**src/rtl/hamming_serial_rx_if.sv**
```systemverilog
// Serial-in / nibble-out bus of the Hamming(7,4) receiver.
// The master drives serial bits and out_ready. The slave (the receiver) returns decoded words.
interface hamming_serial_rx_if;
    logic       rx_valid;
    logic       rx_bit;
    logic       rx_sof;
    logic [3:0] out_data;
    logic [2:0] out_syndrome;
    logic       out_corrected;
    logic       out_valid;
    logic       out_ready;

    modport master (
        output rx_valid, rx_bit, rx_sof, out_ready,
        input  out_data, out_syndrome, out_corrected, out_valid
    );

    modport slave (
        input  rx_valid, rx_bit, rx_sof, out_ready,
        output out_data, out_syndrome, out_corrected, out_valid
    );
endinterface

```
**src/rtl/hamming_serial_rx.sv**
```systemverilog
// Hamming(7,4) serial receiver: deserializes LSB-first codewords, corrects single-bit errors and delivers the nibble.
// out_valid rises one cycle after the 7th bit. There is no serial backpressure: a word that finds the slot full is dropped and overrun is set.
module hamming_serial_rx #(
    parameter int CNT_WIDTH = 8
) (
    input  logic                 clk,
    input  logic                 rst,
    hamming_serial_rx_if.slave   io,
    input  logic                 clr_status,
    output logic [CNT_WIDTH-1:0] corr_count,
    output logic                 overrun,
    output logic                 frame_abort
);

    localparam logic [1:0] ST_IDLE   = 2'd0;
    localparam logic [1:0] ST_SHIFT  = 2'd1;
    localparam logic [1:0] ST_DECODE = 2'd2;

    logic [1:0]           state_q, state_d;
    logic [2:0]           bit_cnt_q, bit_cnt_d;
    logic [6:0]           sh_q, sh_d;
    logic [3:0]           out_data_q, out_data_d;
    logic [2:0]           out_syndrome_q, out_syndrome_d;
    logic                 out_corrected_q, out_corrected_d;
    logic                 out_valid_q, out_valid_d;
    logic [CNT_WIDTH-1:0] corr_count_q, corr_count_d;
    logic                 overrun_q, overrun_d;
    logic                 frame_abort_q, frame_abort_d;

    logic [2:0] syn;
    logic [6:0] flip_mask;
    logic [6:0] fixed;
    logic       cnt_inc;
    logic       ovr_set;
    logic       abort_set;
    logic       start_bit;

    // Syndrome value is the 1-based position of the erroneous bit.
    always_comb begin
        syn[0] = sh_q[0] ^ sh_q[2] ^ sh_q[4] ^ sh_q[6];
        syn[1] = sh_q[1] ^ sh_q[2] ^ sh_q[5] ^ sh_q[6];
        syn[2] = sh_q[3] ^ sh_q[4] ^ sh_q[5] ^ sh_q[6];
        flip_mask = 7'd0;
        if (syn != 3'd0) begin
            flip_mask[syn - 3'd1] = 1'b1;
        end
        fixed = sh_q ^ flip_mask;
    end

    assign start_bit = io.rx_valid && io.rx_sof;

    always_comb begin
        state_d         = state_q;
        bit_cnt_d       = bit_cnt_q;
        sh_d            = sh_q;
        out_data_d      = out_data_q;
        out_syndrome_d  = out_syndrome_q;
        out_corrected_d = out_corrected_q;
        out_valid_d     = out_valid_q && !io.out_ready;
        cnt_inc         = 1'b0;
        ovr_set         = 1'b0;
        abort_set       = 1'b0;

        case (state_q)
            ST_IDLE: begin
                if (start_bit) begin
                    sh_d      = {6'd0, io.rx_bit};
                    bit_cnt_d = 3'd1;
                    state_d   = ST_SHIFT;
                end
            end
            ST_SHIFT: begin
                if (start_bit) begin
                    abort_set = 1'b1;
                    sh_d      = {6'd0, io.rx_bit};
                    bit_cnt_d = 3'd1;
                end else if (io.rx_valid) begin
                    sh_d[bit_cnt_q] = io.rx_bit;
                    if (bit_cnt_q == 3'd6) begin
                        bit_cnt_d = 3'd0;
                        state_d   = ST_DECODE;
                    end else begin
                        bit_cnt_d = bit_cnt_q + 3'd1;
                    end
                end
            end
            ST_DECODE: begin
                if (!out_valid_q || io.out_ready) begin
                    out_data_d      = {fixed[6], fixed[5], fixed[4], fixed[2]};
                    out_syndrome_d  = syn;
                    out_corrected_d = (syn != 3'd0);
                    out_valid_d     = 1'b1;
                    cnt_inc         = (syn != 3'd0);
                end else begin
                    ovr_set = 1'b1;
                end
                // A new frame may start in the decode cycle itself.
                if (start_bit) begin
                    sh_d      = {6'd0, io.rx_bit};
                    bit_cnt_d = 3'd1;
                    state_d   = ST_SHIFT;
                end else begin
                    bit_cnt_d = 3'd0;
                    state_d   = ST_IDLE;
                end
            end
            default: begin
                bit_cnt_d = 3'd0;
                state_d   = ST_IDLE;
            end
        endcase

        corr_count_d  = corr_count_q;
        overrun_d     = overrun_q || ovr_set;
        frame_abort_d = frame_abort_q || abort_set;
        if (clr_status) begin
            corr_count_d  = '0;
            overrun_d     = 1'b0;
            frame_abort_d = 1'b0;
        end else if (cnt_inc && (corr_count_q != {CNT_WIDTH{1'b1}})) begin
            corr_count_d = corr_count_q + CNT_WIDTH'(1);
        end
    end

    always_ff @(posedge clk) begin
        if (rst) begin
            state_q         <= ST_IDLE;
            bit_cnt_q       <= 3'd0;
            sh_q            <= 7'd0;
            out_data_q      <= 4'd0;
            out_syndrome_q  <= 3'd0;
            out_corrected_q <= 1'b0;
            out_valid_q     <= 1'b0;
            corr_count_q    <= '0;
            overrun_q       <= 1'b0;
            frame_abort_q   <= 1'b0;
        end else begin
            state_q         <= state_d;
            bit_cnt_q       <= bit_cnt_d;
            sh_q            <= sh_d;
            out_data_q      <= out_data_d;
            out_syndrome_q  <= out_syndrome_d;
            out_corrected_q <= out_corrected_d;
            out_valid_q     <= out_valid_d;
            corr_count_q    <= corr_count_d;
            overrun_q       <= overrun_d;
            frame_abort_q   <= frame_abort_d;
        end
    end

    assign io.out_data      = out_data_q;
    assign io.out_syndrome  = out_syndrome_q;
    assign io.out_corrected = out_corrected_q;
    assign io.out_valid     = out_valid_q;
    assign corr_count       = corr_count_q;
    assign overrun          = overrun_q;
    assign frame_abort      = frame_abort_q;

endmodule

```
**src/flat_wrapper.sv**
```systemverilog
// flat-port wrapper written by rule: the top's interface ports become plain ports
module hamming_serial_rx_flat 
#(
    parameter int CNT_WIDTH = 8
)
  (clk, rst, clr_status, corr_count, overrun, frame_abort, io_rx_valid, io_rx_bit, io_rx_sof, io_out_ready, io_out_data, io_out_syndrome, io_out_corrected, io_out_valid);
  hamming_serial_rx_if io_i ();
  input  logic clk;
  input  logic rst;
  input  logic clr_status;
  output logic [CNT_WIDTH-1:0] corr_count;
  output logic overrun;
  output logic frame_abort;
  input wire logic [$bits(io_i.rx_valid)-1:0] io_rx_valid;
  input wire logic [$bits(io_i.rx_bit)-1:0] io_rx_bit;
  input wire logic [$bits(io_i.rx_sof)-1:0] io_rx_sof;
  input wire logic [$bits(io_i.out_ready)-1:0] io_out_ready;
  output wire logic [$bits(io_i.out_data)-1:0] io_out_data;
  output wire logic [$bits(io_i.out_syndrome)-1:0] io_out_syndrome;
  output wire logic [$bits(io_i.out_corrected)-1:0] io_out_corrected;
  output wire logic [$bits(io_i.out_valid)-1:0] io_out_valid;
  assign io_i.rx_valid = io_rx_valid;
  assign io_i.rx_bit = io_rx_bit;
  assign io_i.rx_sof = io_rx_sof;
  assign io_i.out_ready = io_out_ready;
  assign io_out_data = io_i.out_data;
  assign io_out_syndrome = io_i.out_syndrome;
  assign io_out_corrected = io_i.out_corrected;
  assign io_out_valid = io_i.out_valid;
  hamming_serial_rx #(.CNT_WIDTH(CNT_WIDTH)) u_core (.clk(clk), .rst(rst), .io(io_i), .clr_status(clr_status), .corr_count(corr_count), .overrun(overrun), .frame_abort(frame_abort));
endmodule
```
**config.mk**
```make
export PLATFORM = sky130hd
export DESIGN_NAME = hamming_serial_rx_flat
export DESIGN_NICKNAME = d
export VERILOG_FILES = /design/src/rtl/hamming_serial_rx_if.sv /design/src/rtl/hamming_serial_rx.sv /design/src/flat_wrapper.sv
export SDC_FILE = /design/constraint.sdc
export NUM_CORES = 1
export LEC_CHECK = 0
export CAP_MARGIN = 20
export CORE_AREA = 4 4 55 57
export DETAILED_ROUTE_END_ITERATION = 8
export DIE_AREA = 0 0 59 61
export DONT_BUFFER_PORTS = 1
export HOLD_SLACK_MARGIN = 0.1
export MAX_ROUTING_LAYER = met4
export PLACE_DENSITY = 0.78
export SLEW_MARGIN = 20
export SYNTH_ARGS = -nofsm -noshare
export SYNTH_HDL_FRONTEND = slang
export SYNTH_SLANG_ARGS = --single-unit
```
**constraint.sdc**
```tcl
create_clock -name clk -period 4 [get_ports clk]
set_input_delay 0.6 -clock clk [delete_from_list [all_inputs] [get_ports clk]]
set_output_delay 0.6 -clock clk [all_outputs]
set_load 0.05 [all_outputs]
```
==> After elaboration in Yosys (flattened, before gate mapping) <==
Index checks and enable logic that the tools add are counted.
{ "totals": {"latch_bits": 0, "register_bits": 31, "memories": 0, "romBits": 0, "ram_bits": 0, "in_bits": 7, "output_inout_bits": 19, "wordCells": 86} }
{ "op_classes": {"div_mod_pow": 0, "magnitude_cmp": 4, "eq_ne": 10, "multipliers": 0, "n_shift": 0, "n_reduce_logical": 19, "bitwise_logic": 10, "muxes": 30, "addsub": 3} }
{ "op_table": {"columns": ["cell", "n"], "rows": [
  ["two-way mux 7 bit", 4],
  ["case mux 7 bit (2 select lines)", 1],
  ["two-way mux 1 bit", 12],
  ["two-way mux 3 bit", 4],
  ["case mux 3 bit (3 select lines)", 1],
  ["XOR 1 bit", 9],
  ["adder 8 x 1 -> 8 bit, second input constant", 1],
  ["< comparator 3 x 4 -> 1 bit, second input constant", 2],
  ["two-way mux 2 bit", 4],
  ["!= test 8 bit, second input constant", 1],
  ["bitwise mux 7 bit", 1],
  ["XOR 7 bit", 1],
  ["demux 1 bit (select 3 bit)", 2],
  [">= comparator 3 x 1 -> 1 bit, second input constant", 2],
  ["!= test 2 x 1 -> 1 bit, second input constant", 3],
  ["case mux 2 bit (3 select lines)", 1],
  ["logical AND 1 bit", 5],
  ["!= test 2 bit, second input constant", 2],
  ["AND reduction 2 bit", 2],
  ["AND reduction 4 bit", 1],
  ["OR reduction 2 bit", 2],
  ["adder 3 x 1 -> 3 bit, second input constant", 1],
  ["equality test 3 bit, second input constant", 1],
  ["logical OR 1 bit", 3],
  ["other kinds (9)", 10]
]} }

==> Depth between registers and ports, before layout <==
Gate-level depths: netlist of the first run.
{ "logic_depth": {"depth_word": 10, "mapped_depth": 9, "mapped_depth_nobuf": 9} }

==> Worst setup path before layout of the first run <==
OpenSTA, ideal clock, no wires.
{ "synth_path": {"kind": "flip-flop to flip-flop", "startpoint": "register u_core.sh_q[6]", "endpoint": "register u_core.out_data_q[2] (netlist: u_core.io.out_data[2])", "arrival_time_ps": 2521, "period_less_slack_ps": 2612, "setup_slack_ps": 1388, "setup_ps": 91, "stages_incl_launch_ff": 9, "required_ps": 3909, "path_buffers": 0, "path_cell_list": "dfxtp_1 xnor2_2 xor2_1 inv_2 ha_1 ha_1 or3b_2 or3_2 a311oi_1"} }
{ "synth_via": {"elab_chain_len": 8, "elab_cells_between_ends": 12, "cone_classes": "add/sub (1); order compare (2); mux (3); bitwise (4); reduce/logical (2)"} }
{ "synth_lines": {"columns": ["element", "line", "rtl"], "rows": [
  ["start, declared", "hamming_serial_rx.sv:21", "logic [6:0] sh_q, sh_d;"],
  ["start signal, assigned", "hamming_serial_rx.sv:129", "sh_q <= 7'd0;"],
  ["start signal, assigned", "hamming_serial_rx.sv:140", "sh_q <= sh_d;"],
  ["XOR 1 bit, on equally long branches", "hamming_serial_rx.sv:40, hamming_serial_rx.sv:41, hamming_serial_rx.sv:42", null],
  ["subtractor 3 x 1 -> 3 bit", "hamming_serial_rx.sv:45", "flip_mask[syn - 3'd1] = 1'b1;"],
  ["< comparator 3 x 4 -> 1 bit (not written as such) / >= comparator 3 x 1 -> 1 bit (equally long branches)", "hamming_serial_rx.sv:45", null],
  ["logical AND 1 bit (not written as such)", "hamming_serial_rx.sv:45", null],
  ["two-way mux 1 bit (not written as such)", "hamming_serial_rx.sv:45", null],
  ["demux 1 bit (select 3 bit)", null, null],
  ["two-way mux 7 bit (*)", "hamming_serial_rx.sv:44", "if (syn != 3'd0) begin"],
  ["XOR 7 bit (*)", "hamming_serial_rx.sv:47", "fixed = sh_q ^ flip_mask;"],
  ["end signal, assigned", "hamming_serial_rx.sv:141", "out_data_q <= out_data_d;"],
  ["end, declared", "hamming_serial_rx.sv:22", "logic [3:0] out_data_q, out_data_d;"]
]} }
Every way passes the cells marked *; elsewhere a longest branch is shown, timed or not.
A chain may end at the register's enable or synchronous reset.

==> Worst setup path after layout of the first run <==
{ "layout_path": {"startpoint": "register u_core.sh_q[4]", "endpoint": "register u_core.out_data_q[2] (netlist: u_core.io.out_data[2])"} }
{ "layout_via": {"elab_chain_len": 10, "elab_cells_between_ends": 14, "cone_classes": "add/sub (1); order compare (2); mux (3); bitwise (6); reduce/logical (2)"} }
{ "layout_lines": {"columns": ["element", "line", "rtl"], "rows": [
  ["XOR 1 bit (3 in a row)", "hamming_serial_rx.sv:42", "syn[2] = sh_q[3] ^ sh_q[4] ^ sh_q[5] ^ sh_q[6];"],
  ["subtractor 3 x 1 -> 3 bit", "hamming_serial_rx.sv:45", null],
  ["< comparator 3 x 4 -> 1 bit (not written as such) / >= comparator 3 x 1 -> 1 bit (equally long branches)", "hamming_serial_rx.sv:45", null],
  ["logical AND 1 bit (not written as such)", "hamming_serial_rx.sv:45", null],
  ["two-way mux 1 bit (not written as such)", "hamming_serial_rx.sv:45", null],
  ["demux 1 bit (select 3 bit)", null, null],
  ["two-way mux 7 bit (*)", "hamming_serial_rx.sv:44", null],
  ["XOR 7 bit (*)", "hamming_serial_rx.sv:47", null]
]} }
Marked as above.

==> summary.md, run 1 <==
| Metric | Value |
|---|---|
| Status | `finished, final reports clean` |
| Largest stage delay, worst path | `0.51 ns` |
| Netlist Area Pre-Place | `0.00158 mm^2` |
| Placed Area | `0.00157 mm^2` |
| Startpoint Class | `flip-flop` |
| Finished Core Util | `66.9%` |
| Max-cap viol count | `0` |
| Multi-input combinational cell area | `897 um^2` |
| CTS resizes | `0` |
| Htree depth | `2` |
| Worst Tran Pin Value | `0.865 ns` |
| Clock Power Share | `42.1%` |
| Final GP Congestion | `0.876` |
| Cells after Synth | `188` |
| Lkg Pwr | `0.536 nW` |
| Largest net degree at the start of global routing | `19` |
| DRC Markers | `0` |
| Post-synth EDFFs | `0` |
| Final hold vios | `0` |
| First-pass GRT wire length | `5310 um` |
| GRT Residual Overflow | `0` |
| Clock slew at reported path FFs | `0.10 ns` |
| Hold-fix buffers at CTS | `0` |
| Antenna Cells | `0` |
| Internal power | `0.000472 W` |
| DRT antenna net count | `0` |
| HP Class | `in2reg` |
| Clock Latency Late Sink | `0.33 ns` |
| Crit path required time | `4.24 ns` |
| Number of synthesized register bits | `31` |
| Post-synth ARST share | `0%` |
| Fill count | `222` |
| Vias in the first global route | `1245` |
| Cell variety after synth | `42` |
| Delay-heaviest family, CP | `simple AND/OR/NAND/NOR gates` |
| CTS buffer count | `5` |
| Via count | `1392` |
| Fin area | `0.00166 mm^2` |
| Cell Chain, Critical Path | `xnor2_2, xor2_1, inv_2, ha_1, ha_1, or3b_2, or3_2, a311oi_1` |
| WP buf/inv | `1` |
| Pwr/cell area | `362 mW/mm^2` |
| Ports | `26` |
| Maximum buffer depth of the clock tree | `2` |
| Initial antenna violation count | `0` |
| CP most frequent cell | `ha_1` |
| Final Non-Filler Cells | `214` |
| Final WS setup | `1.17 ns` |
| P&R area growth vs syn | `4.75%` |
| Nets@finish | `193` |
| Worst rel slew slack | `42.1%` |
| Switching component of the power | `0.000127 W` |
| Setup Buffers After CTS | `0` |
| Critical path class | `reg2reg` |
| Primary FF master, synth | `dfxtp_1` |
| GRT Overall Usage | `20.3%` |
| Hpwl dp | `2420 um` |
| Post-Place Setup Slack | `1.22 ns` |
| Row Count | `18` |
| Routed WL | `3260 um` |
| Final period utilization | `70.7%` |
| Setup TNS | `0 ns` |
| CP Capture Type | `flip-flop` |
| DRT iter0 DRCs | `58` |
| Max Fclk | `0.353 GHz` |
| Routed vias/inst | `6.50` |
| RSZ-0062 raised after global routing | `no` |
| Die Span Y | `61 um` |
| Switching portion of total power | `21.2%` |
| Yosys warns | `0` |
| Port buffer count | `0` |
| Fin. max-slew vios | `0` |
| Initial Utilization | `63.8%` |
| Register area share after synthesis | `39.2%` |
| Worst Skew | `0.0133 ns` |
| Peak VDD IR | `0.000257 V` |
| CP max stage cell | `or3b_2` |
| Flop pwr share | `52.7%` |
| Placed Cells | `206` |
| Crit path time final | `2.83 ns` |
| Core Footprint | `0.00248 mm^2` |
| Routed len/inst | `15.3 um` |
| WP data arrival | `3.07 ns` |
| Die ar. | `0.00360 mm^2` |
| Chip width | `59 um` |
| CTS tree | `built` |
| Register area | `621 um^2` |
| Crit-path max FO | `5` |
| Clock sink count | `31` |
| Combinational power share | `5.2%` |
| Pre-Repair DR Iteration Count | `5` |
| Final setup fails | `0` |
| CTS root buf | `clkbuf_4` |
| Mapped Avg Cell Area | `8.41 um^2` |
| Share of post-route cells with drive strength above 1 | `7.61%` |
| Nets in the synthesized netlist | `198` |
## synth_stat cells, types with 2 or more instances
cell       count  area share, %
o21ai_0        7            2.2
nand2_1        8            1.9
xnor2_1        8            4.4
dfxtp_1       31             39
a31oi_1        4            1.6
nor4b_1        2            1.1
a211oi_1       7            3.3
nor2_1        27            6.4
nor3_1        10            3.2
ha_1           3            2.4
o2111ai_1      5            2.8
nand3_1        6            1.9
nand2b_1       2           0.79
or3_1          3            1.2
buf_2          2           0.63
o21a_1         2           0.95
a311oi_1       4            2.2
clkbuf_1       9            2.1
o211ai_1       2           0.95
a21oi_1       11            3.5
nor2b_1        6            2.4
mux2i_1        7            4.4
inv_1          3           0.71
## state kept, by name (all words and copies together), names as in the netlist, 2 cells and up
| name | cells |
|---|---|
| u_core.corr_count | 8 |
| u_core.sh_q | 7 |
| u_core.io.out_data | 4 |
| u_core.bit_cnt_q | 3 |
| u_core.io.out_syndrome | 3 |
| u_core.state_q | 2 |
## layout make-up
cell class	count	share of cell area, %
multi-input cells	141	54.2
flip-flops and latches	31	37.5
clock buffers	6	3.10
well taps	30	2.27
clock inverters	2	2.11
inverters	4	0.906
## power groups by stage
stage	clock, W	combinational, W	sequential, W
after CTS	0.000259	0.0000307	0.000316
after detailed placement	0	0.0000305	0.000323
after floorplan	0	0.0000336	0.000320
after global routing	0.000273	0.0000346	0.000317
after global placement	0	0.0000291	0.000323
final	0.000252	0.0000311	0.000316
## layout by cell type (no fill, tap or decap), types with 2 or more instances in the layout
cell type and count:
dfxtp_1 31, nor2_1 27, a21oi_1 11, nor3_1 10
xnor2_1 8, nand2_1 8, o21ai_0 7, mux2i_1 7
a211oi_1 7, nand3_1 6, nor2b_1 6, o2111ai_1 5
clkbuf_4 5, a311oi_1 4, a31oi_1 4, inv_1 3
or3_1 3, ha_1 3, nand2b_1 2, nor4b_1 2
o21a_1 2, o211ai_1 2
## path summary, 6_finish.rpt
path / from / to / slack [ns] / cells past startpoint
max: u_core.sh_q[4] / u_core.io.out_data[2] / 1.17 / 8
min: rst / u_core.io.out_data[3] / 0.32 / 1
max reg2reg: u_core.sh_q[4] / u_core.io.out_data[2] / 1.17 / 8
min reg2reg: u_core.sh_q[3] / u_core.sh_q[3] / 0.55 / 2
## routing by layer
metal | wire (um) | up-vias | GRT usage (%)
li1 | - | 684 | -
met1 | 1400 | 637 | 21.3
met2 | 1570 | 57 | 33.4
met3 | 217 | 14 | 7.66
met4 | 72 | 0 | 10.4
met5 | 0 | - | -
## cells by family (layout without fill, tap and decap cells)
logic type      Yosys count  count (layout)  synth area share (%)
flops                    31              31                  39.2
xor+xnor                 10              10                  6.01
simple gates             72              72                  22.9
buf+inv                  16              12                  4.03
fa+ha+maj                 3               3                  2.37
mux                       7               7                  4.43
compound gates           49              49                  21.0
## per-stage QoR
stage	hold WS [ns]	total power, W
detailed placement	0.531	0.000354
floorplan	0.485	0.000353
global placement	0.506	0.000352
CTS	0.312	0.000606
finish	0.324	0.000599
global route	0.296	0.000624
(Power assumes the default switching activity.)
==> run 2, diff against run 1 <==
CORE_AREA = 4 4 56 58   (was 4 4 55 57)
DIE_AREA = 0 0 60 62   (was 0 0 59 61)
PLACE_DENSITY = 0.75   (was 0.78)
clock period = 2.71 ns   (was 4 ns; I/O delays follow)
==> summary.md, run 2 (synthesis results as in run 1) <==
| Metric | Value |
|---|---|
| Critical path class | `reg2reg` |
| Cell Chain, Critical Path | `xnor2_4, xor2_2, inv_2, ha_1, ha_1, or3b_4, or3_2, a311oi_2` |
| Wire length on met3 | `224 um` |
| CP Capture Type | `flip-flop` |
| Share of post-route cells with drive strength above 1 | `13.6%` |
| Nets@finish | `202` |
| Die ar. | `0.00372 mm^2` |
| Largest stage delay, worst path | `0.43 ns` |
| CP most frequent cell | `ha_1` |
| Internal power | `0.000575 W` |
| Crit path required time | `2.95 ns` |
| Delay-heaviest family, CP | `simple AND/OR/NAND/NOR gates` |
| DRT antenna net count | `0` |
| Initial antenna violation count | `0` |
| Crit path time final | `2.58 ns` |
| Pre-Repair DR Iteration Count | `4` |
| Final period utilization | `95.2%` |
| CTS root buf | `clkbuf_4` |
| Final GP Congestion | `0.868` |
| P&R area growth vs syn | `9.97%` |
| Setup TNS | `0 ns` |
| Final setup fails | `0` |
| Final hold vios | `0` |
| DRT iter0 DRCs | `80` |
| Startpoint Class | `flip-flop` |
| Crit-path max FO | `5` |
| Chip width | `60 um` |
| Lkg Pwr | `0.569 nW` |
| Final Non-Filler Cells | `222` |
| Clock sink count | `31` |
| Pwr/cell area | `433 mW/mm^2` |
| Switching portion of total power | `23.6%` |
| Fin. max-slew vios | `0` |
| Largest register FFs | `8` |
| Htree depth | `2` |
| Largest net degree at the start of global routing | `19` |
| Combinational power share | `7.1%` |
| Total power | `0.000753 W` |
| Clock slew at reported path FFs | `0.09 ns` |
| Die Span Y | `62 um` |
| HP Class | `in2reg` |
| Reg2reg setup slack | `0.13 ns` |
| WP data arrival | `2.82 ns` |
| Status | `finished, final reports clean` |
| GRT Residual Overflow | `0` |
| Routed vias/inst | `6.26` |
| Uppermost layer routed | `met4` |
| Routed WL | `3450 um` |
| Core Footprint | `0.00266 mm^2` |
| Clock Latency Late Sink | `0.33 ns` |
| CTS tree | `built` |
| Most frequent cells in the layout | `nor2_1 (27), dfxtp_1 (27), a21oi_1 (11), nor3_1 (10)` |
| Worst Skew | `0.00434 ns` |
| DRC Markers | `0` |
| Wl on met1 | `1420 um` |
| GRT Overall Usage | `21.0%` |
| Worst Tran Pin Value | `0.818 ns` |
| Peak VDD IR | `0.000329 V` |
| Ports | `26` |
| Antenna Cells | `0` |
| Placed Cells | `213` |
| CP max stage cell | `or3_2` |
| Switching component of the power | `0.000178 W` |
| Worst rel slew slack | `45.3%` |
| Row Count | `19` |
| Initial Utilization | `59.4%` |
| Maximum buffer depth of the clock tree | `2` |
| Routed len/inst | `15.5 um` |
| Port buffer count | `0` |
| Finished Core Util | `65.3%` |
| WP buf/inv | `1` |
| Hpwl dp | `2400 um` |
| First-pass GRT wire length | `5620 um` |
| Vias in the first global route | `1293` |
| Clock Power Share | `31.0%` |
| Max-cap viol count | `0` |
| RSZ-0062 raised after global routing | `no` |
| Flop pwr share | `61.9%` |
| Via count | `1390` |
| Max Fclk | `0.388 GHz` |
| WL met2 | `1740 um` |
| CTS buffer count | `5` |
| Final hold slack | `0.140 ns` |
-- run 2: through the flow --
step / instance area (um^2) / setup slack, ns
6_report: 1740 / 0.130
5_1_grt: 1740 / 0.0314
4_1_cts: 1670 / 0.000605
3_5_place_dp: 1620 / -0.0528
3_3_place_gp: 1620 / 0.0838
2_1_floorplan: 1580 / 0.0981
-- run 2: final timing paths --
check	startpoint	end	cells past startpoint
setup reg to reg	u_core.sh_q[4]	u_core.io.out_data[2]	8
setup / recovery	u_core.sh_q[4]	u_core.io.out_data[2]	8
hold reg to reg	u_core.sh_q[1]	u_core.sh_q[1]	2
hold / removal	rst	u_core.io.out_valid	1
-- run 2: timing repair --
action / in CTS / in global routing
gates cloned: 0 / 0
hold buffers: 0 / 1
endpoints found under the hold margin: 0 / 1
setup endpoints to repair: 1 / 2
buffers inserted: 1 / 1
gates resized for setup: 2 / 10
pin swaps: 0 / 3
-- run 2: final cells by class --
cell class | count | area [um^2]
inverters | 4 | 15.0
fillers | 233 | 923
clock buffers | 6 | 41.3
flip-flops and latches | 31 | 631
multi-input cells | 141 | 943
well taps | 31 | 38.8
repair buffers | 9 | 70.1
-- run 2: power groups by stage --
stage	combinational, W	sequential, W	clock, W
after floorplan	0.0000495	0.000472	0
after global placement	0.0000458	0.000477	0
after detailed placement	0.0000474	0.000477	0
after CTS	0.0000493	0.000467	0.000242
after global routing	0.0000589	0.000467	0.000268
final	0.0000536	0.000466	0.000233
-- run 2: per-layer routing --
layer / up-vias / global-route usage (%)
li1: 699 / -
met1: 645 / 23.0
met2: 40 / 33.5
met3: 6 / 7.44
met4: 0 / 10.8
met5: - / -
==> run 3, diff against run 2 <==
BUFFER_PORTS_ARGS = -buffer_cell sky130_fd_sc_hd__clkbuf_2   (was not set)
CORE_AREA = 4 4 59 61   (was 4 4 56 58)
DIE_AREA = 0 0 63 65   (was 0 0 60 62)
DONT_BUFFER_PORTS = not set   (was 1)
GPL_ROUTABILITY_DRIVEN = 0   (was not set)
PLACE_DENSITY = 0.76   (was 0.75)
SKIP_CTS_REPAIR_TIMING = 1   (was not set)
==> summary.md, run 3 (synthesis results as in run 1) <==
| Metric | Value |
|---|---|
| Routed vias/inst | `5.98` |
| Row Count | `20` |
| Cell Chain, Critical Path | `xnor2_4, xor2_2, inv_2, ha_1, ha_1, or3b_4, or3_2, a311oi_2` |
| Worst rel slew slack | `45.0%` |
| Clock sink count | `31` |
| Max-cap viol count | `0` |
| Finished Core Util | `63.0%` |
| Routed WL | `3500 um` |
| Largest stage delay, worst path | `0.42 ns` |
| Port buffer count | `25` |
| Pre-Repair DR Iteration Count | `4` |
| Worst Skew | `0.0110 ns` |
| Max Fclk | `0.389 GHz` |
| Placed Area | `0.00174 mm^2` |
| Critical path class | `reg2reg` |
| Fill count | `252` |
| HP Class | `in2reg` |
| DRT antenna net count | `0` |
| Multi-input combinational cell area | `943 um^2` |
| Delay-heaviest family, CP | `simple AND/OR/NAND/NOR gates` |
| Final hold slack | `0.402 ns` |
| Initial Utilization | `53.1%` |
| Core Footprint | `0.00298 mm^2` |
| GRT Residual Overflow | `0` |
| GRT Overall Usage | `18.4%` |
| Clock slew at reported path FFs | `0.10 ns` |
| DRC Markers | `0` |
| Final setup fails | `0` |
| Hold Crit Depth | `4` |
| CP most frequent cell | `ha_1` |
| DRT iter0 DRCs | `138` |
| CTS tree | `built` |
| Final WS setup | `0.142 ns` |
| Register area | `631 um^2` |
| Startpoint Class | `flip-flop` |
| CP Capture Type | `flip-flop` |
| Crit path time final | `2.57 ns` |
| Via count | `1489` |
| WP data arrival | `2.82 ns` |
| Vias in the first global route | `1326` |
| Setup TNS | `0 ns` |
| Chip width | `63 um` |
| Final hold vios | `0` |
| Crit path required time | `2.96 ns` |
| Largest net degree at the start of global routing | `19` |
| CP max stage cell | `or3_2` |
| Final period utilization | `94.8%` |
| Most frequent cells in the layout | `nor2_1 (27), dfxtp_1 (27), clkbuf_2 (25), a21oi_1 (11), nor3_1 (10)` |
| Post-Place Setup Slack | `-0.0533 ns` |
| Htree depth | `2` |
| Critical Path Stages | `8` |
| Ports | `26` |
| Antenna Cells | `0` |
| Hpwl dp | `2460 um` |
| CTS buffer count | `5` |
| RSZ-0062 raised after global routing | `no` |
| Clock Latency Late Sink | `0.34 ns` |
| Largest register FFs | `8` |
| Pwr/cell area | `450 mW/mm^2` |
| P&R area growth vs syn | `18.7%` |
| Share of post-route cells with drive strength above 1 | `24.1%` |
| Die ar. | `0.00410 mm^2` |
| R2r worst-path depth | `8` |
| Fin area | `0.00188 mm^2` |
| WP buf/inv | `1` |
| First-pass GRT wire length | `5780 um` |
| Initial antenna violation count | `0` |
| Peak VDD IR | `0.000288 V` |
| CTS root buf | `clkbuf_4` |
| Fin. max-slew vios | `0` |
| Status | `finished, final reports clean` |
| Routed len/inst | `14.0 um` |
| Nets@finish | `225` |
| Die Span Y | `65 um` |
| Crit-path max FO | `4` |
| Lkg Pwr | `0.686 nW` |
| Worst Tran Pin Value | `0.822 ns` |
| Maximum buffer depth of the clock tree | `2` |
-- run 3: tightest hold or removal path: cells and delay by family --
kind,cells,cell delay (ns)
buffers and inverters,1,0.09
and+or+nand+nor,2,0.12
AOI/OAI and AO/OA,1,0.09
-- run 3: worst paths after layout --
kind / from / end / slack [ns]
max: u_core.sh_q[2] / u_core.io.out_data[2] / 0.14
min: clr_status / u_core.corr_count[0] / 0.40
max reg2reg: u_core.sh_q[2] / u_core.io.out_data[2] / 0.14
min reg2reg: u_core.frame_abort / u_core.frame_abort / 0.48
-- run 3: layer usage --
| layer | routed length (um) | part of all wire [%] | global-route usage [%] | vias to the layer above |
|---|---|---|---|---|
| met4 | 70 | 2.0 | 7.99 | 0 |
| met3 | 199 | 5.7 | 6.59 | 9 |
| met1 | 1550 | 44 | 21.6 | 683 |
| met5 | 0 | 0 | - | - |
| li1 | - | - | - | 743 |
| met2 | 1680 | 48 | 28.2 | 54 |
-- run 3: cell type report --
type,count,area share [%]
inverters,4,0.800
multi-input cells,141,50.3
clock buffers,8,3.67
well taps,33,2.20
flip-flops and latches,31,33.6
repair buffers,32,9.47
-- run 3: per-stage QoR --
step,instances,power (W)
4_1_cts,247,0.000846
2_1_floorplan,188,0.000521
5_1_grt,249,0.000886
3_3_place_gp,239,0.000536
6_report,249,0.000844
3_5_place_dp,239,0.000538
-- run 3: where the power goes --
group	internal, W	switching (W)	total, W
combinational	0.0000288	0.0000398	0.0000687
sequential	0.000457	0.00000737	0.000465
clock	0.000153	0.000158	0.000311
